$ cat config.mk
export PLATFORM = sky130hd
export DESIGN_NAME = brailliance_core
export DESIGN_NICKNAME = d
export VERILOG_FILES = /design/src/rtl/brailliance_core.sv
export SDC_FILE = /design/constraint.sdc
export NUM_CORES = 1
export LEC_CHECK = 0
export ABC_CLOCK_PERIOD_IN_PS = 3300
export BUFFER_PORTS_ARGS = -buffer_cell sky130_fd_sc_hd__buf_4
export CORE_MARGIN = 4
export CORE_UTILIZATION = 54
export DETAILED_ROUTE_END_ITERATION = 10
export PLACE_DENSITY = 0.76
export SYNTH_ARGS = -nofsm -noshare
export SYNTH_HDL_FRONTEND = slang
export SYNTH_SLANG_ARGS = --single-unit
$ cat constraint.sdc
create_clock -name clk -period 3.3 [get_ports clk]
set_input_delay 0.66 -clock clk [delete_from_list [all_inputs] [get_ports clk]]
set_output_delay 0.66 -clock clk [all_outputs]
set_load 0.01 [all_outputs]
$ cat src/rtl/brailliance_core.sv
// rtl/brailliance_core.sv - streaming ASCII to 6-dot Grade 1 Braille cell encoder
module brailliance_core #(
    parameter logic [5:0] UNKNOWN_CELL = 6'h3F
) (
    input  logic       clk,
    input  logic       rst,
    input  logic [7:0] in_data,
    input  logic       in_valid,
    output logic       in_ready,
    output logic [5:0] out_cell,
    output logic       out_valid,
    input  logic       out_ready,
    output logic       num_mode
);

    localparam logic [5:0] CAP_SIGN = 6'h20;
    localparam logic [5:0] NUM_SIGN = 6'h3C;

    // Cells for a..j; the rest of the alphabet derives from this decade.
    function automatic logic [5:0] decade_cell(input logic [3:0] idx);
        logic [5:0] c;
        case (idx)
            4'd0:    c = 6'h01;
            4'd1:    c = 6'h03;
            4'd2:    c = 6'h09;
            4'd3:    c = 6'h19;
            4'd4:    c = 6'h11;
            4'd5:    c = 6'h0B;
            4'd6:    c = 6'h1B;
            4'd7:    c = 6'h13;
            4'd8:    c = 6'h0A;
            4'd9:    c = 6'h1A;
            default: c = 6'h00;
        endcase
        return c;
    endfunction

    function automatic logic [5:0] letter_cell(input logic [4:0] idx);
        logic [5:0] c;
        logic [4:0] sub;
        sub = idx - 5'd10;
        if (idx < 5'd10) begin
            c = decade_cell(idx[3:0]);
        end else if (idx < 5'd20) begin
            c = decade_cell(sub[3:0]) | 6'h04;
        end else begin
            case (idx)
                5'd20:   c = 6'h25;
                5'd21:   c = 6'h27;
                5'd22:   c = 6'h3A;
                5'd23:   c = 6'h2D;
                5'd24:   c = 6'h3D;
                5'd25:   c = 6'h35;
                default: c = UNKNOWN_CELL;
            endcase
        end
        return c;
    endfunction

    logic       out_valid_q, out_valid_d;
    logic [5:0] out_cell_q,  out_cell_d;
    logic       pend_q,      pend_d;
    logic [5:0] pend_cell_q, pend_cell_d;
    logic       num_mode_q,  num_mode_d;

    logic       is_upper, is_lower, is_digit;
    logic [4:0] letter_idx, digit_idx;
    logic [5:0] char_cell, prefix_cell;
    logic       has_prefix;
    logic       accept, out_free;

    assign out_free = !out_valid_q || out_ready;
    assign in_ready = !pend_q && out_free;
    assign accept   = in_valid && in_ready;

    // Upper and lower case share the low five bits, 'a'/'A' mapping to 1.
    always_comb begin
        is_upper    = (in_data >= 8'h41) && (in_data <= 8'h5A);
        is_lower    = (in_data >= 8'h61) && (in_data <= 8'h7A);
        is_digit    = (in_data >= 8'h30) && (in_data <= 8'h39);
        letter_idx  = in_data[4:0] - 5'd1;
        digit_idx   = {1'b0, in_data[3:0]} - 5'd1;
        char_cell   = UNKNOWN_CELL;
        prefix_cell = 6'h00;
        has_prefix  = 1'b0;
        if (is_upper || is_lower) begin
            char_cell = letter_cell(letter_idx);
            if (is_upper) begin
                has_prefix  = 1'b1;
                prefix_cell = CAP_SIGN;
            end
        end else if (is_digit) begin
            char_cell = (in_data == 8'h30) ? 6'h1A : letter_cell(digit_idx);
            if (!num_mode_q) begin
                has_prefix  = 1'b1;
                prefix_cell = NUM_SIGN;
            end
        end else begin
            case (in_data)
                8'h20:   char_cell = 6'h00;
                8'h2C:   char_cell = 6'h02;
                8'h2E:   char_cell = 6'h32;
                8'h3F:   char_cell = 6'h26;
                8'h21:   char_cell = 6'h16;
                default: char_cell = UNKNOWN_CELL;
            endcase
        end
    end

    // Drain and accept never coincide: in_ready is low while a cell is pending.
    always_comb begin
        out_valid_d = out_valid_q;
        out_cell_d  = out_cell_q;
        pend_d      = pend_q;
        pend_cell_d = pend_cell_q;
        num_mode_d  = num_mode_q;
        if (pend_q && out_free) begin
            out_cell_d  = pend_cell_q;
            out_valid_d = 1'b1;
            pend_d      = 1'b0;
        end else if (accept) begin
            out_valid_d = 1'b1;
            num_mode_d  = is_digit;
            if (has_prefix) begin
                out_cell_d  = prefix_cell;
                pend_d      = 1'b1;
                pend_cell_d = char_cell;
            end else begin
                out_cell_d = char_cell;
            end
        end else if (out_valid_q && out_ready) begin
            out_valid_d = 1'b0;
        end
    end

    always_ff @(posedge clk) begin
        if (rst) begin
            out_valid_q <= 1'b0;
            out_cell_q  <= 6'h00;
            pend_q      <= 1'b0;
            pend_cell_q <= 6'h00;
            num_mode_q  <= 1'b0;
        end else begin
            out_valid_q <= out_valid_d;
            out_cell_q  <= out_cell_d;
            pend_q      <= pend_d;
            pend_cell_q <= pend_cell_d;
            num_mode_q  <= num_mode_d;
        end
    end

    assign out_valid = out_valid_q;
    assign out_cell  = out_cell_q;
    assign num_mode  = num_mode_q;

endmodule

Yosys cells after proc, flatten, opt, wreduce, memory -nomap -nowiden
Memories as Yosys holds them, arrays and structs flattened.
Cells that the tools add are included.
{"block": "totals", "register_bits": 15, "mem_bits_ro": 256, "in_bits": 12, "out_inout_bits": 9, "wordCells": 83, "n_memories": 4}
{"block": "op_classes", "add_sub_neg": 4, "magnitude_cmp": 10, "eq_ne": 18, "n_mux": 24, "bitwise_logic": 1, "n_reduce_logical": 17}
{"memory": "(name not given)", "words": 16, "word_bits": 4, "rd": 1, "rd_clocked_by_memory_dff": 0, "write_ports": 0, "line": "22", "rtl": "case (idx)"}
{"memory": "(name not given)", "words": 16, "word_bits": 4, "rd": 1, "rd_clocked_by_memory_dff": 0, "write_ports": 0, "line": "22"}
{"memory": "(name not given)", "words": 16, "word_bits": 4, "rd": 1, "rd_clocked_by_memory_dff": 0, "write_ports": 0, "line": "22"}
{"memory": "(name not given)", "words": 16, "word_bits": 4, "rd": 1, "rd_clocked_by_memory_dff": 0, "write_ports": 0, "line": "22"}
{"operator": "$mux W6", "n": 14}
{"operator": "$eq A5 B5 Y1 const B", "n": 12}
{"operator": "$pmux W5 S6", "n": 2}
{"operator": "$eq A8 B6 Y1 const B", "n": 6}
{"operator": "$pmux W6 S5", "n": 1}
{"operator": "$ge A8 B7 Y1 const B", "n": 2}
{"operator": "$le A8 B7 Y1 const B", "n": 2}
{"operator": "$lt A5 B4 Y1 const B", "n": 2}
{"operator": "$lt A5 B5 Y1 const B", "n": 2}
{"operator": "$ge A8 B6 Y1 const B", "n": 1}
{"operator": "$le A8 B6 Y1 const B", "n": 1}
{"operator": "$sub A4 B4 Y4 const B", "n": 2}
{"operator": "$logic_and A1 B1 Y1", "n": 7}
{"operator": "$mux W1", "n": 7}
{"operator": "$sub A4 B1 Y5 const B", "n": 1}
{"operator": "$sub A5 B1 Y5 const B", "n": 1}
{"operator": "$reduce_and A2 Y1", "n": 2}
{"operator": "$reduce_and A3 Y1", "n": 1}
{"operator": "$reduce_bool A3 Y1", "n": 1}
{"operator": "$logic_not A1 Y1", "n": 2}
{"operator": "$logic_or A1 B1 Y1", "n": 2}
{"operator": "$reduce_bool A2 Y1", "n": 1}
{"operator": "$reduce_or A2 Y1", "n": 1}
{"operator": "$not A1 Y1", "n": 1}

Longest topological paths before layout
{"block": "depth", "ltp_word": 11, "depth_mapped": 15, "mapped_depth_nobuf": 12}

Worst setup path before layout
OpenSTA, ideal clock, no wires.
{"block": "synth_path", "kind": "input -> register", "startpoint": "in in_data[0]", "endpoint": "reg pend_cell_q[1]", "t_arrival_ps": 3489, "t_required_ps": 3167, "setup_slack_ps": -322, "path_stages": 15, "cell_sequence": "clkbuf_1 > buf_2 > inv_1 > ha_1 > buf_2 > xor2_1 > inv_1 > ha_1 > xor2_1 > xnor2_1 > mux2_1 > o311ai_1 > a31oi_1 > nor3_1 > nor3_1"}
{"block": "synth_via", "elab_chain_len": 8, "elab_cells_between_ends": 54}
{"item": "start: declaration", "line": "7", "rtl": "input logic [7:0] in_data,"}
{"item": "$sub A4 B1 Y5", "line": "82", "rtl": "digit_idx = {1'b0, in_data[3:0]} - 5'd1;"}
{"item": "$sub A4 B4 Y4 or $eq A5 B5 Y1 (tied branches)", "line": "41, 47"}
{"item": "$mem_v2 Z16 W4 or $pmux W5 S6 (tied branches)"}
{"item": "$mux W6", "line": "44", "rtl": "end else if (idx < 5'd20) begin"}
{"item": "$mux W6", "line": "42", "rtl": "if (idx < 5'd10) begin"}
{"item": "$mux W6", "line": "93", "rtl": "char_cell = (in_data == 8'h30) ? 6'h1A : letter_cell(digit_idx);"}
{"item": "$mux W6", "line": "92", "rtl": "end else if (is_digit) begin"}
{"item": "$mux W6", "line": "86", "rtl": "if (is_upper || is_lower) begin"}
{"item": "end signal: assignment", "line": "147", "rtl": "pend_cell_q <= pend_cell_d;"}
{"item": "end: declaration", "line": "63", "rtl": "logic [5:0] pend_cell_q, pend_cell_d;"}
Parallel ways exist; a longest one is shown, timed or not.
A chain may end at the register's enable or synchronous reset.

Worst setup path in the final report
Ends and elaborated chain as after synthesis.

==> out/metrics.csv <==
stage;metric;value;unit
final_layout;diodes;0;
timing;drv_slew;0;
logic_synthesis;synth_edf_count;0;
cts;ctsResizeCount;0;
final_layout;final_cells;331;
setup_path;crit_required;3.45;ns
cts;cts_buffer_depth;2;
final_layout;fillers;336;
setup_path;ff2ff_setup_slack;1.61;ns
cts;insertion_delay;0.26;ns
setup_path;endpoint;pend_cell_q[1]$_SDFFE_PP0P_;
final_layout;drive_above_1_share;0.186;
timing;slew-limit-headroom;0.609;
timing;fin_crit;2.93;ns
cts;numCtsBuffers;3;
final_layout;fin_nets;307;
global_route;use_met1;0.402;
hold_path;hp-class;flip-flop to flip-flop;
die;core;3440;µm²
pwr;powerDensity;290;nW/µm²
logic_synthesis;synthFlopType;dfxtp_1;
setup_path;rr_endpoint;out_cell[3]$_SDFFE_PP0P_;
routing;via_count;2204;
die;die_h;68.5;µm
final_layout;fin_util;0.640;
global_route;grt_start_max_net_pins;30;
logic_synthesis;synthMuxAreaShare;0.0260;
timing;finalHoldViolations;0;
setup_path;critical_path.cell_chain;buf_4 > inv_1 > ha_2 > xor2_2 > inv_1 > ha_2 > xor2_2 > xnor2_2 > mux2_1 > o311ai_1 > a31oi_1 > nor3_1 > nor3_1;
routing;wl_per_cell;17.9;µm
routing;finalWirelength;5.93;mm
logic_synthesis;synth-xor-area-share;0.0266;
logic_synthesis;synth_top_family_by_area;compound AO/OA/AOI/OAI gates;
final_layout;final_common_cell;nor2_1;
placed_design;portBuffers;20;
die;placementRows;21;
die;die_area;4690;µm²
global_route;grtUsageMet2;0.391;
routing;vias_per_cell;6.66;
pwr;leakage;0.000827;µW
setup_path;worstPathMaxFanout;6;
setup_path;reg2regPathDepth;6;
logic_synthesis;synthArstFlopShare;0;
logic_synthesis;synth_compound_area_frac;0.364;
global_route;grt_use_total;0.275;
logic_synthesis;ys.warnings.count;0;
final_layout;areaGrowthSynthToFinish;11.6;%
timing;fin_skew;0.000510;ns
logic_synthesis;synthAdderAreaFrac;0.0571;
global_route;grtUsageMet3;0.0640;
routing;drcViolationCount;0;
timing;finalCritPeriodShare;0.888;
routing;ant_nets;0;
die;die_x;68.5;µm
timing;rsz0062_at_grt;no;
cts;root_buffer;clkbuf_8;
logic_synthesis;synth_nets;294;
die;num_io_pins;21;
global_route;grt.busiest_layer;met1;
final_layout;final_cell_mix;28 x nor2_1, 27 x nand2_1, 27 x buf_4, 25 x a21oi_1, 15 x dfxtp_1;
logic_synthesis;ys_seq_area_frac;0.152;
die;floorplan.initialDensity;0.573;
placed_design;placed_cells;327;
cts;cts_sinks;15;
global_route;grt_pass1_vias;1947;
global_route;grt_pass1_wl;9.72;mm
setup_path;crit_arrival;3.08;ns
logic_synthesis;ys_seq_elements;15;
global_route;antenna_found_initial;0;
timing;tightest_slew;0.579;ns
placed_design;gp_congestion;1.00;
logic_synthesis;synthSimpleGateAreaFrac;0.302;
cts;postCtsHoldBufs;0;
setup_path;crit-reg2reg-launch;out_valid$_SDFFE_PP0P_;
cts;cts_setup_buffers;0;
setup_path;worstSetupEndpointType;flip-flop;
timing;fmax;341;MHz
cts;path_clk_slew;0.06;ns
routing;drt-initial-drc-count;245;
setup_path;cp_slowest_cell;mux2_1;
setup_path;startpoint;in_data[0];
placed_design;dpl.hpwl;4.34;mm
cts;cts_max_level;1;
status;status;finished clean;
setup_path;path_class;input pin to flip-flop;
cts;cts_tree;built;
logic_synthesis;yosysUniqueCellTypes;70;
pwr;max-vdd-ir-drop;151;µV
timing;tns;0;ns
logic_synthesis;synth_cells;273;
routing;drtPass1Iterations;6;
setup_path;start_kind;input pin;
global_route;grt_overflow;0;
setup_path;max_stage_delay;0.34;ns
job;maxCapViolCount;0;
logic_synthesis;netlist_area;1970;µm²
logic_synthesis;syn-mean-instance-area;7.23;µm²
timing;setup_viol;0;
## per-layer routing
layer,up-vias,share of wire,wire length (µm)
li1,1053,-,-
met1,1025,0.46,2700
met2,112,0.42,2480
met4,0,0.025,146
met3,14,0.10,606
met5,-,0,0
## logic make-up (layout without fill, tap and decap cells)
| kind of cell | count (synthesis) | after routing |
|---|---|---|
| and+or+nand+nor | 114 | 114 |
| AOI/OAI and AO/OA | 95 | 95 |
| buffers and inverters | 29 | 41 |
| DFF | 15 | 15 |
| adders and majority gates | 9 | 9 |
| xor gates and xnor gates | 6 | 6 |
| muxes | 5 | 5 |
## worst max-delay path, delay by kind of cell
family          cells  cell delay [ns]
buf+inv             3             0.29
fa+ha+maj           2             0.46
mux                 1             0.34
compound gates      2             0.39
xor+xnor            3             0.68
simple gates        2             0.26
## through the flow
stage / cell area, µm² / setup slack [ns] / hold slack (ns) / power [µW]
3_5_place_dp: 2160 / 0.153 / 0.451 / 482
3_3_place_gp: 2160 / 0.206 / 0.440 / 480
6_report: 2200 / 0.369 / 0.458 / 640
2_1_floorplan: 2010 / 0.00728 / 0.432 / 408
5_1_grt: 2200 / 0.237 / 0.488 / 679
4_1_cts: 2200 / 0.411 / 0.459 / 637
## worst min path at each step
stage                                           start                          end  cells past startpoint
after floorplan           pend_cell_q[5]$_SDFFE_PP0P_  pend_cell_q[5]$_SDFFE_PP0P_                      2
after global placement    pend_cell_q[5]$_SDFFE_PP0P_  pend_cell_q[5]$_SDFFE_PP0P_                      2
after detailed placement  pend_cell_q[2]$_SDFFE_PP0P_  pend_cell_q[2]$_SDFFE_PP0P_                      2
after CTS                 pend_cell_q[2]$_SDFFE_PP0P_  pend_cell_q[2]$_SDFFE_PP0P_                      2
after global routing      pend_cell_q[2]$_SDFFE_PP0P_  pend_cell_q[2]$_SDFFE_PP0P_                      2
final                     pend_cell_q[2]$_SDFFE_PP0P_  pend_cell_q[2]$_SDFFE_PP0P_                      2
## flip-flops by register name, indices dropped and copies added, names as in the netlist
register and flops:
num_mode 1, out_cell 6, out_valid 1, pend_cell_q 6, pend_q 1
## cell usage after synthesis, drive strengths merged, types with 6 or more instances
master / number / area share
nand3: 8 / 0.020
buf: 14 / 0.043
nand2: 27 / 0.051
nor2: 28 / 0.053
inv: 10 / 0.019
a21oi: 25 / 0.063
nor2b: 7 / 0.026
dfxtp: 15 / 0.15
or3: 6 / 0.019
ha: 9 / 0.057
nor3: 11 / 0.033
o21ai: 18 / 0.053
## where the power goes
| part | switching, µW | internal, µW |
|---|---|---|
| Clock | 69.6 | 85.9 |
| Combinational | 170 | 114 |
| Sequential | 6.34 | 194 |
| Total | 246 | 393 |
## layout make-up
type	count	area, µm²	share of cell area
Tap cell	46	57.6	0.0261
Clock buffer	4	45.0	0.0205
Multi-Input combinational cell	229	1560	0.708
Sequential cell	15	300	0.136
Timing Repair Buffer	27	203	0.0920
Inverter	10	37.5	0.0170
No activity file was read; power rests on OpenSTA's default activity.
